### src/rtl/dsky_pkg.sv
// Shared constants and types for the DSKY relay-word decoder and its event queue.
package dsky_pkg;

   localparam int NUM_ROWS = 12;
   localparam int ROW_W    = 4;
   localparam int DATA_W   = 11;
   localparam int WORD_W   = ROW_W + DATA_W;

   typedef struct packed {
      logic [ROW_W-1:0]  row;
      logic [DATA_W-1:0] data;
   } evt_rec_t;

   typedef enum logic {
      ST_DISARMED = 1'b0,
      ST_ARMED    = 1'b1
   } latch_state_e;

   // Only relay words 1..NUM_ROWS map onto the row table.
   function automatic logic row_is_valid(input logic [ROW_W-1:0] row);
      return (row != '0) && (row <= ROW_W'(NUM_ROWS));
   endfunction

endpackage

### src/rtl/dsky_evt_fifo.sv
// Synchronous change-event queue; a push into a full queue is accepted only alongside a pop.
module dsky_evt_fifo
   import dsky_pkg::*;
#(
   parameter int DEPTH = 4
) (
   input  logic              clk,
   input  logic              rst_n,
   input  logic              push,
   input  logic [WORD_W-1:0] push_data,
   input  logic              pop,
   output logic [WORD_W-1:0] head,
   output logic              full,
   output logic              empty
);

   localparam int PTR_W = $clog2(DEPTH);

   logic [WORD_W-1:0] mem_q [DEPTH];
   logic [WORD_W-1:0] mem_d [DEPTH];
   logic [PTR_W-1:0]  wr_ptr_q, wr_ptr_d;
   logic [PTR_W-1:0]  rd_ptr_q, rd_ptr_d;
   logic [PTR_W:0]    count_q, count_d;
   logic              do_push, do_pop;

   assign full  = (count_q == (PTR_W+1)'(DEPTH));
   assign empty = (count_q == '0);
   assign head  = mem_q[rd_ptr_q];

   // Pointers wrap naturally because DEPTH is a power of two.
   always_comb begin
      do_pop   = pop && !empty;
      do_push  = push && (!full || do_pop);
      mem_d    = mem_q;
      wr_ptr_d = wr_ptr_q;
      rd_ptr_d = rd_ptr_q;
      count_d  = count_q;
      if (do_push) begin
         mem_d[wr_ptr_q] = push_data;
         wr_ptr_d        = wr_ptr_q + PTR_W'(1);
      end
      if (do_pop) begin
         rd_ptr_d = rd_ptr_q + PTR_W'(1);
      end
      case ({do_push, do_pop})
         2'b10:   count_d = count_q + (PTR_W+1)'(1);
         2'b01:   count_d = count_q - (PTR_W+1)'(1);
         default: count_d = count_q;
      endcase
   end

   always_ff @(posedge clk or negedge rst_n) begin
      if (!rst_n) begin
         for (int i = 0; i < DEPTH; i++) begin
            mem_q[i] <= '0;
         end
         wr_ptr_q <= '0;
         rd_ptr_q <= '0;
         count_q  <= '0;
      end else begin
         mem_q    <= mem_d;
         wr_ptr_q <= wr_ptr_d;
         rd_ptr_q <= rd_ptr_d;
         count_q  <= count_d;
      end
   end

endmodule

### src/rtl/dsky_relay_decoder.sv
// Relay-word decoder: synchronises RYWD/RLYB, debounces, latches rows 1..12 into a table.
// Optional change-event queue enabled by defining DSKY_EVENT_FIFO_EN.
module dsky_relay_decoder
   import dsky_pkg::*;
#(
   parameter int SETTLE_CYCLES = 64,
   parameter int FIFO_DEPTH    = 4
) (
   input  logic        clk,
   input  logic        rst_n,
   input  logic [3:0]  rywd,
   input  logic [10:0] rlyb,
   input  logic [3:0]  rd_addr,
   output logic [10:0] rd_data,
   output logic        evt_valid,
   input  logic        evt_ready,
   output logic [3:0]  evt_row,
   output logic [10:0] evt_data,
   output logic        evt_overflow,
   input  logic        clr_overflow
);

   localparam int               CNT_W    = $clog2(SETTLE_CYCLES);
   localparam logic [CNT_W-1:0] CNT_LAST = CNT_W'(SETTLE_CYCLES - 1);

   logic [WORD_W-1:0] sync1_q, sync1_d;
   logic [WORD_W-1:0] sync2_q, sync2_d;
   logic [CNT_W-1:0]  cnt_q, cnt_d;
   latch_state_e      state_q, state_d;
   logic [DATA_W-1:0] table_q [NUM_ROWS];
   logic [DATA_W-1:0] table_d [NUM_ROWS];
   logic [DATA_W-1:0] rd_data_q, rd_data_d;

   logic              word_clear;
   logic              do_latch;
   logic              do_write;
   logic              data_changed;
   logic [ROW_W-1:0]  cur_row;
   logic [DATA_W-1:0] cur_data;
   logic [ROW_W-1:0]  wr_idx;
   logic [ROW_W-1:0]  rd_idx;

   // The clear looks at the word about to enter sync2, so the count starts on the
   // same edge the new word is sampled and the pin-to-write latency is 2+SETTLE_CYCLES.
   always_comb begin
      sync1_d    = {rywd, rlyb};
      sync2_d    = sync1_q;
      word_clear = (sync1_q != sync2_q) || (sync1_q[WORD_W-1 -: ROW_W] == '0);
      cur_row    = sync2_q[WORD_W-1 -: ROW_W];
      cur_data   = sync2_q[DATA_W-1:0];
      do_latch   = (state_q == ST_ARMED) && (cnt_q == CNT_LAST);

      cnt_d = cnt_q;
      if (word_clear) begin
         cnt_d = '0;
      end else if (cnt_q != CNT_LAST) begin
         cnt_d = cnt_q + CNT_W'(1);
      end

      state_d = state_q;
      if (word_clear) begin
         state_d = ST_ARMED;
      end else if (do_latch) begin
         state_d = ST_DISARMED;
      end

      wr_idx       = cur_row - ROW_W'(1);
      do_write     = do_latch && row_is_valid(cur_row);
      data_changed = (table_q[wr_idx] != cur_data);

      table_d = table_q;
      if (do_write) begin
         table_d[wr_idx] = cur_data;
      end

      rd_idx    = rd_addr - ROW_W'(1);
      rd_data_d = row_is_valid(rd_addr) ? table_q[rd_idx] : '0;
   end

   always_ff @(posedge clk or negedge rst_n) begin
      if (!rst_n) begin
         sync1_q   <= '0;
         sync2_q   <= '0;
         cnt_q     <= '0;
         state_q   <= ST_ARMED;
         rd_data_q <= '0;
         for (int i = 0; i < NUM_ROWS; i++) begin
            table_q[i] <= '0;
         end
      end else begin
         sync1_q   <= sync1_d;
         sync2_q   <= sync2_d;
         cnt_q     <= cnt_d;
         state_q   <= state_d;
         rd_data_q <= rd_data_d;
         table_q   <= table_d;
      end
   end

   assign rd_data = rd_data_q;

`ifdef DSKY_EVENT_FIFO_EN
   logic              evt_push;
   logic              evt_pop;
   logic              fifo_full;
   logic              fifo_empty;
   logic              overflow_q, overflow_d;
   logic [WORD_W-1:0] fifo_head;
   evt_rec_t          push_rec;
   evt_rec_t          head_rec;

   // A fresh overflow wins over a clear arriving in the same cycle.
   always_comb begin
      evt_push      = do_write && data_changed;
      evt_pop       = evt_ready && !fifo_empty;
      push_rec.row  = cur_row;
      push_rec.data = cur_data;
      overflow_d    = overflow_q;
      if (evt_push && fifo_full && !evt_pop) begin
         overflow_d = 1'b1;
      end else if (clr_overflow) begin
         overflow_d = 1'b0;
      end
   end

   always_ff @(posedge clk or negedge rst_n) begin
      if (!rst_n) begin
         overflow_q <= 1'b0;
      end else begin
         overflow_q <= overflow_d;
      end
   end

   dsky_evt_fifo #(
      .DEPTH (FIFO_DEPTH)
   ) u_evt_fifo (
      .clk       (clk),
      .rst_n     (rst_n),
      .push      (evt_push),
      .push_data (push_rec),
      .pop       (evt_pop),
      .head      (fifo_head),
      .full      (fifo_full),
      .empty     (fifo_empty)
   );

   assign head_rec     = fifo_head;
   assign evt_valid    = !fifo_empty;
   assign evt_row      = head_rec.row;
   assign evt_data     = head_rec.data;
   assign evt_overflow = overflow_q;
`else
   logic unused_evt;
   assign unused_evt   = ^{evt_ready, clr_overflow, data_changed};
   assign evt_valid    = 1'b0;
   assign evt_row      = '0;
   assign evt_data     = '0;
   assign evt_overflow = 1'b0;
`endif

endmodule
### config.mk
export PLATFORM = sky130hd
export DESIGN_NAME = dsky_relay_decoder
export DESIGN_NICKNAME = d
export VERILOG_FILES = /design/src/rtl/dsky_pkg.sv /design/src/rtl/dsky_evt_fifo.sv /design/src/rtl/dsky_relay_decoder.sv
export SDC_FILE = /design/constraint.sdc
export NUM_CORES = 1
export LEC_CHECK = 0
export ABC_AREA = 1
export CAP_MARGIN = 25
export CORE_MARGIN = 1.5
export CORE_UTILIZATION = 36
export CTS_CLUSTER_SIZE = 25
export DETAILED_ROUTE_END_ITERATION = 8
export HOLD_SLACK_MARGIN = 0.05
export SETUP_SLACK_MARGIN = 0.4
export SLEW_MARGIN = 20
export SYNTH_ARGS = -nofsm -noshare
export SYNTH_HDL_FRONTEND = slang
export SYNTH_HIERARCHICAL = 1
export SYNTH_SLANG_ARGS = --single-unit
### constraint.sdc
create_clock -name clk -period 1.95 [get_ports clk]
set_clock_uncertainty 0.15 [all_clocks]
set_input_delay 0.585 -clock clk [delete_from_list [all_inputs] [get_ports clk]]
set_output_delay 0.585 -clock clk [all_outputs]
set_load 0.1 [all_outputs]
==> out/qor_table.md <==
| Stage | Item | Value |
| --- | --- | --- |
| power and ir drop | Portion of total power attributed to sequential cells | 0.425 |
| power and ir drop | Relative contribution of the clock network to total power | 0.413 |
| routing | Total DRC errors in the routed layout | 0 |
| yosys | Total standard cell area after synthesis | 8540 um2 |
| routing | Drt via density | 5.21 |
| sta | Final period utilization | 0.990 |
| yosys | Fraction of registers with async set or reset after synthesis | 1.00 |
| final layout | Layout Cells excl Fill | 1508 |
| power and ir drop | Worst ir drop on vdd | 0.662 mV |
| sta | RSZ-0062 raised after global routing | true |
| sta | Number of hold violations in the final report | 0 |
| setup path | Worst path slowest cell | sky130_fd_sc_hd__dfrtp_1 |
| yosys | Top cells by area in the synthesized netlist | sky130_fd_sc_hd__dfrtp_1, sky130_fd_sc_hd__nand2_1, sky130_fd_sc_hd__nand3_1 |
| setup path | Kind of start point of the critical path | flip-flop |
| yosys | Number of enable-type register cells in the synthesized netlist | 0 |
| routing | Metal-1 WL | 12100 um |
| setup path | Worst path max stage delay | 360 ps |
| grt | Global-route usage over all layers | 0.229 |
| setup path | Endpoint type of the worst setup path | flip-flop |
| clocking | Source-to-sink clock delay at the later pin of the worst-skew pair | 440 ps |
| setup path | Classification of the worst setup path | reg -> reg |
| floorplanning | DIE AREA | 24700 um2 |
| yosys | Cell count after synthesis | 1088 |
| grt | Largest net degree at the start of global routing | 52 |
| final layout | Proportion of layout cells with a drive suffix above 1 | 0.312 |
| routing | First-iteration detailed-routing DRC count | 773 |
| power and ir drop | Switch Pwr | 0.00263 W |
| floorplanning | DIE HEIGHT | 157 um |
| place | DP Wirelength | 16600 um |
| setup path | Crit-path cells | ha_2, nand2_2, nor2_4, nand4_4, nor2_8, buf_12, buf_16, nand2_8, nand2_1, nand2_1 |
| sta | Final worst path period need | 1930 ps |
| setup path | Crit path max fanout | 11 |
| yosys | Most common library cells after synthesis | sky130_fd_sc_hd__nand2_1, sky130_fd_sc_hd__nand3_1, sky130_fd_sc_hd__dfrtp_1 |
| routing | Number of iterations in the first detailed-routing pass | 7 |
| clocking | Count of H-tree levels built during CTS | 4 |
| place | Post-place setup slack | -418 ps |
| yosys | Library cell with the highest instance count after synthesis | sky130_fd_sc_hd__nand2_1 |
| final layout | Total number of nets in the final design | 1201 |
| sta | Total count of max-transition violations in the final report | 0 |
| clocking | Clk Tree Root Cell | sky130_fd_sc_hd__clkbuf_16 |
| yosys | Cell type with the highest aggregate area in the netlist | sky130_fd_sc_hd__dfrtp_1 |
| power and ir drop | Combinational Power Share | 0.162 |
| status | Status | finished, final reports clean |
| floorplanning | Ports | 51 |
| clocking | Clock tree from TritonCTS | done |
| routing | Met2 wirelength from detailed routing | 13400 um |
| routing | Topmost layer with routed signal wires | met4 |
| setup path | Most repeated library cell on the critical path | sky130_fd_sc_hd__nand2_1 |
| yosys | Avg Cell Area, Syn | 7.85 um2 |
| yosys | Count of distinct cell types in the synthesized netlist | 25 |
| grt | Global-route wire length before repair | 42600 um |
| sta | Peak Freq | 518 MHz |
| place | Port bufs | 31 |
| yosys | Flip-flop cell with the highest count after synthesis | sky130_fd_sc_hd__dfrtp_1 |
| grt | Number of global-route vias before repair | 7596 |
| routing | Final Routed Wirelength | 28000 um |
| sta | Number of endpoints failing setup at the final stage | 0 |
| place | Number of cells in the design after placement | 1431 |
| setup path | Critical Path RT | 2120 ps |
| final layout | Growth of design area from synthesis to finish | 40.6% |
| clocking | Clock buffer count from CTS | 17 |
| yosys | Share of Yosys cell area claimed by the top area cell type | 0.524 |
| sta | Worst Slack Setup Final | 18.7 ps |
| place | Routability congestion estimate | 0.846 |
| yosys | Yosys warning total | 6 |
| clocking | Buffer depth of the longest clock path | 2 |
| clocking | Clock-pin slew of the registers on the worst-case setup and hold paths | 70 ps |
| final layout | Diodes inserted | 0 |
| power and ir drop | Leakage dissipation | 5.80 nW |
| floorplanning | Width of the chip | 157 um |
| floorplanning | Core area | 23400 um2 |
| floorplanning | Starting density of the core | 0.365 |
| job | Number of violations of the max-capacitance limit | 0 |
| power and ir drop | Proportion of total power due to net switching | 0.290 |
| routing | Antenna viol nets, final | 0 |
| min path | Worst hold-check path type | reg -> reg |
| setup path | Worst EP arrival | 2100 ps |
| yosys | Part of the Yosys area used for sequential elements | 0.528 |
| routing | Detailed-routed wire length on met3 | 1550 um |
| final layout | Filler Cells Inserted | 2166 |
| floorplanning | Row count | 56 |
| clocking | Sink count of the clock tree | 180 |
| routing | Vias post-DR | 7862 |
| power and ir drop | Cell area power density | 755 nW/um2 |
| grt | Antenna violations before repair | 0 |
| routing | Routed wirelength normalized by instance count | 18.6 um |
| yosys | Flop and latch count out of synthesis | 180 |
| grt | Congestion Overflow GR | 0 |
| power and ir drop | Internal | 0.00644 W |
==> routing by layer <==
layer / global-route usage / vias to the layer above
met2: 0.379 / 276
met5: 0 / -
met1: 0.299 / 3874
met4: 0.0885 / 0
li1: - / 3640
met3: 0.0419 / 72
==> layout by cell type (no fill, tap or decap), drive strengths merged, types with 4 or more instances in the layout <==
cell / count
o21ai: 32
clkinv: 7
nand2: 434
inv: 70
buf: 116
nand3: 220
bufinv: 4
dfrtp: 179
nor2: 39
conb: 17
nand4: 12
clkdlybuf4s50: 15
clkbuf: 20
a21oi: 13
==> power groups by stage <==
stage               Sequential [W]  Combinational (W)  Clock (W)
floorplan                  0.00410           0.000620          0
global placement           0.00393            0.00123          0
detailed placement         0.00393            0.00123          0
CTS                        0.00386            0.00140    0.00378
global route               0.00386            0.00156    0.00394
finish                     0.00386            0.00147    0.00374
==> worst max-delay path, delay by kind of cell, from the launching register on <==
| kind | cells | cell delay, ps |
|---|---|---|
| fa+ha+maj | 1 | 190 |
| buf+inv | 2 | 310 |
| flops | 1 | 360 |
| simple gates | 7 | 810 |
==> per-stage QoR <==
stage / power [W] / utilization / TNS [ps] / hold slack, ps / area (um2)
floorplan: 0.00472 / - / 0 / 139 / 9390
detailed placement: 0.00517 / 0.433 / -4680 / 239 / 10100
finish: 0.00907 / 0.513 / 0 / 249 / 12000
global placement: 0.00516 / 0.433 / -4110 / 230 / 10100
global route: 0.00936 / 0.513 / -643 / 259 / 12000
CTS: 0.00904 / 0.491 / 0 / 254 / 11500
==> cell type report <==
type | count | area (um2) | area share
clock buffers | 17 | 425 | 0.0354
clock inverters | 15 | 203 | 0.0169
inverters | 65 | 297 | 0.0247
multi-input cells | 774 | 4400 | 0.366
flip-flops and latches | 180 | 4510 | 0.375
well taps | 319 | 399 | 0.0332
repair buffers | 136 | 1740 | 0.145
repair inverters | 2 | 36.3 | 0.00302
==> cell families after synthesis <==
logic type / synth area share
and+or+nand+nor: 0.348
AOI/OAI and AO/OA: 0.0281
xor gates and xnor gates: 0.00205
adders and majority gates: 0.00293
DFF: 0.528
other: 0.000439
buffers and inverters: 0.0907
==> final timing paths <==
check / startpoint / end / slack (ps) / cells after the start
min reg2reg: sync1_q[7] / sync2_q[7] / 250 / 0
max: cnt_q[0] / table_q[11] / 20 / 10
min in group asynchronous: rst_n / table_q[55] / 470 / 2
min: sync1_q[7] / sync2_q[7] / 250 / 0
max reg2reg: cnt_q[0] / table_q[11] / 20 / 10
max in group asynchronous: rst_n / table_q[114] / 510 / 3
==> state kept, by name, summed over array words and instances (netlist names) <==
register	count
cnt_q	6
sync1_q	15
table_q	132
state_q	1
rd_data	11
sync2_q	15
==> what timing repair did <==
item,CTS,global route
cloned,13,7
setup endpoints to repair,160,161
buffers inserted,15,9
endpoints found under the hold margin,26,0
resized for setup,94,97
hold buffers,1,0
pin swaps,25,27
Note: power is estimated with default switching activity, not from simulation.
